<file path="src/rtl/comp_reset_pkg.sv">
// Shared types and default timing constants for the soft-reset / watchdog-kick initiator.
package comp_reset_pkg;

  typedef enum logic [1:0] {
    ST_IDLE     = 2'd0,
    ST_ASSERT   = 2'd1,
    ST_WAIT_ACK = 2'd2,
    ST_WAIT_REL = 2'd3
  } state_t;

  localparam int unsigned KICK_PERIOD_DEF = 500;
  localparam int unsigned SRST_WIDTH_DEF  = 10;
  localparam int unsigned ACK_TIMEOUT_DEF = 1000;
  localparam int unsigned CNT_W_DEF       = 16;

endpackage

</file>
<file path="src/rtl/comp_sync2.sv">
// Two-flop synchroniser for an asynchronous level; resets to 1 (inactive for active-low inputs).
module comp_sync2 (
  input  logic clk,
  input  logic rst,
  input  logic d,
  output logic q
);

  logic meta;

  always_ff @(posedge clk or posedge rst) begin
    if (rst) begin
      meta <= 1'b1;
      q    <= 1'b1;
    end else begin
      meta <= d;
      q    <= meta;
    end
  end

endmodule

</file>
<file path="src/rtl/comp_reset_req.sv">
// Watchdog kick generator and soft-reset request sequencer toward the reset controller.
module comp_reset_req
  import comp_reset_pkg::*;
#(
  parameter int unsigned KICK_PERIOD = KICK_PERIOD_DEF,
  parameter int unsigned SRST_WIDTH  = SRST_WIDTH_DEF,
  parameter int unsigned ACK_TIMEOUT = ACK_TIMEOUT_DEF,
  parameter int unsigned CNT_W       = CNT_W_DEF
) (
  input  logic clk,
  input  logic rst,
  input  logic en_kick,
  input  logic kick_req,
  input  logic srst_req,
  input  logic rst_n,
  output logic wdi,
  output logic soft_rst_n,
  output logic busy,
  output logic done,
  output logic err
);

  localparam logic [CNT_W-1:0] KICK_LAST = CNT_W'(KICK_PERIOD - 1);
  localparam logic [CNT_W-1:0] SRST_LAST = CNT_W'(SRST_WIDTH - 1);
  localparam logic [CNT_W-1:0] ACK_LAST  = CNT_W'(ACK_TIMEOUT - 1);

  state_t           state_q, state_d;
  logic [CNT_W-1:0] cnt_q, cnt_d;
  logic             rst_n_s;
  logic             wdi_d, soft_rst_n_d, busy_d, done_d, err_d;

  comp_sync2 u_sync_rst_n (
    .clk (clk),
    .rst (rst),
    .d   (rst_n),
    .q   (rst_n_s)
  );

  always_ff @(posedge clk or posedge rst) begin
    if (rst) begin
      state_q    <= ST_IDLE;
      cnt_q      <= '0;
      wdi        <= 1'b0;
      soft_rst_n <= 1'b1;
      busy       <= 1'b0;
      done       <= 1'b0;
      err        <= 1'b0;
    end else begin
      state_q    <= state_d;
      cnt_q      <= cnt_d;
      wdi        <= wdi_d;
      soft_rst_n <= soft_rst_n_d;
      busy       <= busy_d;
      done       <= done_d;
      err        <= err_d;
    end
  end

  // One counter serves kick period, assert width and ack timeout, since they never overlap.
  always_comb begin
    state_d = state_q;
    cnt_d   = cnt_q;
    wdi_d   = wdi;
    err_d   = err;
    done_d  = 1'b0;

    case (state_q)
      ST_IDLE: begin
        if (srst_req) begin
          state_d = ST_ASSERT;
          cnt_d   = '0;
          err_d   = 1'b0;
        end else if (en_kick && rst_n_s) begin
          if (kick_req || (cnt_q == KICK_LAST)) begin
            wdi_d = ~wdi;
            cnt_d = '0;
          end else begin
            cnt_d = cnt_q + CNT_W'(1);
          end
        end else begin
          cnt_d = '0;
        end
      end

      ST_ASSERT: begin
        if (cnt_q == SRST_LAST) begin
          // A controller already in reset skips straight to waiting for release.
          state_d = rst_n_s ? ST_WAIT_ACK : ST_WAIT_REL;
          cnt_d   = '0;
        end else begin
          cnt_d = cnt_q + CNT_W'(1);
        end
      end

      ST_WAIT_ACK: begin
        if (!rst_n_s) begin
          state_d = ST_WAIT_REL;
          cnt_d   = '0;
        end else if (cnt_q == ACK_LAST) begin
          state_d = ST_IDLE;
          cnt_d   = '0;
          err_d   = 1'b1;
        end else begin
          cnt_d = cnt_q + CNT_W'(1);
        end
      end

      ST_WAIT_REL: begin
        if (rst_n_s) begin
          state_d = ST_IDLE;
          cnt_d   = '0;
          done_d  = 1'b1;
        end
      end

      default: begin
        state_d = ST_IDLE;
        cnt_d   = '0;
      end
    endcase

    soft_rst_n_d = (state_d != ST_ASSERT);
    busy_d       = (state_d != ST_IDLE);
  end

endmodule

</file>
<file path="config.mk">
export PLATFORM = sky130hd
export DESIGN_NAME = comp_reset_req
export DESIGN_NICKNAME = d
export VERILOG_FILES = /design/src/rtl/comp_reset_pkg.sv /design/src/rtl/comp_sync2.sv /design/src/rtl/comp_reset_req.sv
export SDC_FILE = /design/constraint.sdc
export NUM_CORES = 1
export LEC_CHECK = 0
export ABC_AREA = 1
export CAP_MARGIN = 20
export CORE_MARGIN = 2
export CORE_UTILIZATION = 58
export DETAILED_ROUTE_END_ITERATION = 7
export PLACE_DENSITY = 0.86
export SYNTH_ARGS = -nofsm -noshare
export SYNTH_HDL_FRONTEND = slang
export SYNTH_SLANG_ARGS = --single-unit
</file>
<file path="constraint.sdc">
create_clock -name clk -period 1.9 [get_ports clk]
set_input_delay 0.19 -clock clk [delete_from_list [all_inputs] [get_ports clk]]
set_output_delay 0.19 -clock clk [all_outputs]
set_load 0.01 [all_outputs]
</file>
==> results of run 1 <==
-- stage by stage --
stage,instance area (µm²),power (µW),setup slack (ns)
final,1755,1651,0.09977
after global routing,1755,1803,0.004211
after CTS,1755,1672,0.1364
after detailed placement,1729,1435,0.1518
after global placement,1729,1417,0.2283
after floorplan,1602,1287,0.3630
-- power by group --
part           leakage [µW]  switching [µW]  internal, µW
Sequential         0.000323             101           641
Clock             0.0000150             148          82.0
Combinational      0.000663             417           261
Total               0.00100             666           985
-- cells by family (layout without fill, tap and decap cells) --
kind of cell	count (synthesis)	count (layout)	share of synthesized area (%)
compound gates	9	9	3.203
buf+inv	54	67	13.36
simple gates	137	137	40.94
xor+xnor	3	3	1.641
fa+ha+maj	2	2	1.562
flops	25	25	39.30
-- per-layer routing --
layer  global-route usage (%)  part of all wire, %  routed length (µm)  up-vias
li1                         -                    -                   -      712
met2                    33.55                   46                1345       27
met4                    8.503                  2.4                  70        0
met1                    26.46                   48                1399      615
met3                    3.226                  3.7                 107       11
met5                        0                    0                   0        -
-- final cells by class --
type | instances | area, µm² | share of cell area, %
clock buffer | 4 | 26.28 | 1.497
timing repair buffer | 11 | 107.6 | 6.130
inverter | 52 | 195.2 | 11.12
sequential | 25 | 629.4 | 35.85
tap | 31 | 38.79 | 2.210
multi-input combinational | 151 | 758.2 | 43.19
-- worst max-delay path: stages (launching register included) --
cell	delay [ns]
dfrtp_1	0.44
ha_1	0.22
nand2_2	0.09
clkinv_1	0.07
nand2_1	0.05
nor2_1	0.17
nand2_2	0.10
nand2_2	0.09
nand4_4	0.28
nand2_1	0.15
inv_1	0.04
-- worst paths after layout --
kind / start / endpoint / slack, ns / cells past startpoint
setup / recovery: cnt_q[0]$_DFFE_PP0P_ / cnt_q[15]$_DFFE_PP0P_ / 0.1 / 10
hold / removal: rst / cnt_q[15]$_DFFE_PP0P_ / 0.15 / 2
setup reg to reg: cnt_q[0]$_DFFE_PP0P_ / cnt_q[15]$_DFFE_PP0P_ / 0.1 / 10
hold reg to reg: u_sync_rst_n.meta$_DFF_PP1_ / u_sync_rst_n.q$_DFF_PP1_ / 0.36 / 0
max in group asynchronous: rst / cnt_q[3]$_DFFE_PP0P_ / 1.22 / 3
min in group clk: rst_n / u_sync_rst_n.meta$_DFF_PP1_ / 0.27 / 1
-- state kept, by name, summed over array words and instances, names as in the netlist --
signal	count
soft_rst_n	1
busy	1
cnt_q	16
wdi	1
state_q	2
done	1
err	1
u_sync_rst_n.q	1
u_sync_rst_n.meta	1
-- cell usage after synthesis --
cell type,instances
nand2_1,57
nand3_1,17
dfstp_2,3
inv_1,41
buf_6,1
nand4_1,5
clkinv_1,1
o21bai_1,2
nand2_2,18
o22ai_1,1
dfrtp_1,22
nor2_4,2
xor2_1,2
nor3_1,4
o21ai_0,3
nor2_2,5
nand4_4,1
xnor2_1,1
ha_1,2
buf_4,1
a21oi_1,2
o21ai_1,1
nand3_2,2
nor2_1,26
inv_2,10
==> flow_summary.yaml, run 1 <==
run_status:
  status: "complete, no violations"
setup_path:
  worst-path-max-fanout: 14
  startpoint_type_of_the_worst_setup_path: "flop"
  timing.critical_path.arrival_ns: 2.02
  critical_path_required_ns: 2.12
  end_kind: "flop"
  critical_path_class: "reg2reg"
sta:
  setup_viol_count_final: 0
  final_period_minus_worst_setup_slack_ns: 1.800
  clock-skew-final_ns: 0.006538
  hold_viol: 0
  final_min_period_over_clock_period_pct: 94.75
  tns_ns: 0
  worst-slew-pin-transition_ns: 0.4199
  fin_worst_hold_slack_ns: 0.1462
  setup_repair_after_global_routing_missed_its_margin: "no"
  timing.final.max_slew_violations: 0
  max_freq_ghz: 0.5555
  max-slew-margin-rel_pct: 71.97
cells_and_area:
  finalCoreUtilization_pct: 65.35
  ratio_of_cells_with_drive_above_1_in_the_final_layout_pct: 18.52
  finalNonFillerCells: 274
  antenna_cells_inserted: 0
  flow.area_growth_from_synthesis_pct: 9.609
  layout.cells.most_common_list: "57 x nand2_1, 41 x inv_1, 26 x nor2_1, 22 x dfrtp_1, 18 x nand2_2"
  layout.nets: 252
  layout_commonest_cell: "nand2_1"
  layout.filler_cells: 241
synthesis:
  yosysTopAreaCellShare_pct: 34.38
  synth.top_cells.by_area: "dfrtp_1 34%, nand2_1 13%, inv_1 9.6%"
  seq_area_frac_synth_pct: 39.30
  ys_types: 25
  net_count_synth: 238
  synthDominantAreaCellType: "dfrtp_1"
  synth.ff_latch_count: 25
  synthesis.yosys.warnings: 0
  syn_area_um2: 1602
  synth_cells: 230
  syn_area_per_cell_um2: 6.963
clocking:
  post_cts_resize_count: 0
  cts_setup_buffers: 0
  clock_transition_time_at_the_flip_flop_clock_pins_of_the_worst_setup_and_hold_paths_ns: 0.13
  clk_latency_ns: 0.31
  ctsLongestPathBuffers: 2
  tritoncts.num_buffers: 3
  cts_root_buffer: "clkbuf_4"
  postCtsHoldBufs: 0
  cts.sinks: 25
  cts_htree_levels: 1
  tritoncts_clock_tree: "built"
drt:
  total_via_count_in_the_routed_design: 1365
  drt_first_pass_iters: 5
  vias_per_cell: 4.982
  post-route-drc-count: 0
  routed_wire_length_per_instance_um: 10.66
  detail_route.wirelength_um: 2922
  drt_first_iter_violations: 37
  detail-route-antenna-nets: 0
flow_run:
  cap_violations: 0
floorplan:
  rows: 19
  floorplan.die.height_um: 56.55
  initial_core_util_pct: 59.62
  dieArea_um2: 3197
  fp.dieW_um: 56.55
  design.core.area_um2: 2686
  ios: 11
power:
  worst_ir_drop_vdd_v: 0.001037
  power.density_nw_per_um2: 940.6
  static-leakage-power_uw: 0.001001
place:
  port-buffer-count: 10
  place.gp.congestion: 0.8830
  place_inst: 270
  hpwl_um: 2314
global_route:
  grt_pass1_vias: 1232
  gr-usage-all-layers_pct: 20.34
  first_pass_grt_wire_length_um: 5161
  antenna_found_initial: 0
  grt_overflow_total: 0
  grt_max_degree: 15
min_path:
  worst_hold_path_type: "in2async"
(Power assumes the default switching activity.)
==> inputs of run 2 (changes only) <==
- CORE_UTILIZATION: 58 -> 62
- HOLD_SLACK_MARGIN: default -> 0.08
- PLACE_DENSITY: 0.86 -> 0.9
- clock period: 1.9 -> 2.28 ns (I/O delays scaled with it)
==> flow_summary.yaml, run 2 (same netlist as run 1, synthesis figures left out) <==
setup_path:
  worst-path-max-fanout: 14
  end_kind: "flop"
  critical_path_required_ns: 2.50
  critical_path_class: "reg2reg"
  timing.critical_path.arrival_ns: 2.01
  startpoint_type_of_the_worst_setup_path: "flop"
global_route:
  antenna_found_initial: 0
  grt_pass1_vias: 1229
  gr-usage-all-layers_pct: 23.96
  first_pass_grt_wire_length_um: 5071
  grt_max_degree: 26
  grt_overflow_total: 0
drt:
  post-route-drc-count: 0
  routed_wire_length_per_instance_um: 10.68
  routedLengthMet1_um: 1349
  detail-route-antenna-nets: 0
  drt_first_pass_iters: 4
  detail_route.wirelength_um: 2916
  total_via_count_in_the_routed_design: 1361
  vias_per_cell: 4.985
  route.top_layer_used: "met4"
  drt_first_iter_violations: 53
  wl_met2_um: 1393
  wl_met3_um: 108
flow_run:
  cap_violations: 0
cells_and_area:
  layout.filler_cells: 187
  largest_reg_flops: 16
  layout.cells.most_common_list: "57 x nand2_1, 41 x inv_1, 26 x nor2_1, 22 x dfrtp_1, 18 x nand2_2"
  antenna_cells_inserted: 0
  largest_registers: "cnt_q: 16 flops, state_q: 2 flops"
  final-seq-area_um2: 629.4
  ratio_of_cells_with_drive_above_1_in_the_final_layout_pct: 18.93
  layout_commonest_cell: "nand2_1"
  most_flops_register: "cnt_q"
  multiInputGateArea_um2: 758.2
  post-route-cell-area_um2: 1755
  flow.area_growth_from_synthesis_pct: 9.609
  layout.nets: 252
floorplan:
  dieArea_um2: 3006
  rows: 18
  fp.dieW_um: 54.83
  initial_core_util_pct: 65.24
  floorplan.die.height_um: 54.83
  ios: 11
  design.core.area_um2: 2455
sta:
  worst-slew-pin-transition_ns: 0.3714
  final_min_period_over_clock_period_pct: 78.39
  max-slew-margin-rel_pct: 75.15
  max_freq_ghz: 0.5595
  setup_viol_count_final: 0
  final_period_minus_worst_setup_slack_ns: 1.787
  clock-skew-final_ns: 0.005337
  tns_ns: 0
  timing.final.max_slew_violations: 0
  setup_repair_after_global_routing_missed_its_margin: "no"
  final.setup.worst_slack_ns: 0.4926
  fin_worst_hold_slack_ns: 0.2381
  hold_viol: 0
place:
  hpwl_um: 2318
  post-place-ws_ns: 0.5040
  dpl_cell_area_um2: 1728
  port-buffer-count: 10
  place.gp.congestion: 0.8847
run_status:
  status: "complete, no violations"
power:
  worst_ir_drop_vdd_v: 0.0008674
  internal_cell_power_uw: 818.3
  power.combinational.fraction_pct: 41.4
  clock_power_share_pct: 13.9
  total_power_uw: 1386
  p_sw_uw: 567.5
  sw_frac_of_total_pct: 40.95
  static-leakage-power_uw: 0.001004
  power.density_nw_per_um2: 789.4
  seq_power_share_pct: 44.7
min_path:
  worst_hold_path_type: "in2async"
clocking:
  clk_latency_ns: 0.32
  cts_setup_buffers: 0
  ctsLongestPathBuffers: 2
  cts_htree_levels: 1
  clock_transition_time_at_the_flip_flop_clock_pins_of_the_worst_setup_and_hold_paths_ns: 0.13
  cts_root_buffer: "clkbuf_4"
  tritoncts.num_buffers: 3
  post_cts_resize_count: 0
  tritoncts_clock_tree: "built"
  cts.sinks: 25
  postCtsHoldBufs: 0
run 2: changes by cell type in the layout (fill, tap and decap cells not counted), sizes merged:
cell    before  now
clkbuf       4    3
clkinv       1    2
run 2: stage by stage:
| step | utilization [%] | std cells |
|---|---|---|
| 2_1_floorplan | - | 230 |
| 3_3_place_gp | 70.39 | 269 |
| 3_5_place_dp | 70.39 | 269 |
| 4_1_cts | 71.51 | 273 |
| 5_1_grt | 71.51 | 273 |
| 6_report | 71.51 | 273 |
run 2: area by class of cell:
cell class | count | share of cell area (%)
Tap cell | 30 | 2.138
Sequential cell | 25 | 35.85
Clock inverter | 1 | 0.2851
Inverter | 52 | 11.12
Clock buffer | 3 | 1.283
Timing Repair Buffer | 11 | 6.130
Multi-Input combinational cell | 151 | 43.19
run 2: per-layer routing:
layer | GRT usage (%) | vias to the layer above
li1 | - | 716
met2 | 39.29 | 30
met4 | 10.83 | 0
met5 | 0 | -
met3 | 3.005 | 7
met1 | 31.31 | 608
run 2: power by group through the flow:
stage / clock network (µW) / registers [µW] / logic, µW
global placement: 0 / 625 / 554
detailed placement: 0 / 629 / 576
finish: 193 / 620 / 574
floorplan: 0 / 628 / 444
global route: 217 / 638 / 656
CTS: 202 / 620 / 577
run 2: worst paths after layout:
check | start | end | slack, ns | depth (start not counted)
max | cnt_q[0]$_DFFE_PP0P_ | cnt_q[2]$_DFFE_PP0P_ | 0.49 | 10
min | rst | cnt_q[4]$_DFFE_PP0P_ | 0.24 | 3
max reg2reg | cnt_q[0]$_DFFE_PP0P_ | cnt_q[2]$_DFFE_PP0P_ | 0.49 | 10
min reg2reg | u_sync_rst_n.meta$_DFF_PP1_ | u_sync_rst_n.q$_DFF_PP1_ | 0.37 | 0
max in group asynchronous | rst | soft_rst_n$_DFF_PP1_ | 1.75 | 3
min in group clk | rst_n | u_sync_rst_n.meta$_DFF_PP1_ | 0.32 | 1
run 2: critical path: stages, from the launching register on:
cell and delay (ns):
dfrtp_1 0.45, ha_1 0.23, nand2_2 0.09, clkinv_1 0.06, nand2_1 0.04, nor2_1 0.15
nand2_2 0.08, nand2_2 0.09, nand4_4 0.29, nand2_1 0.17, inv_1 0.05
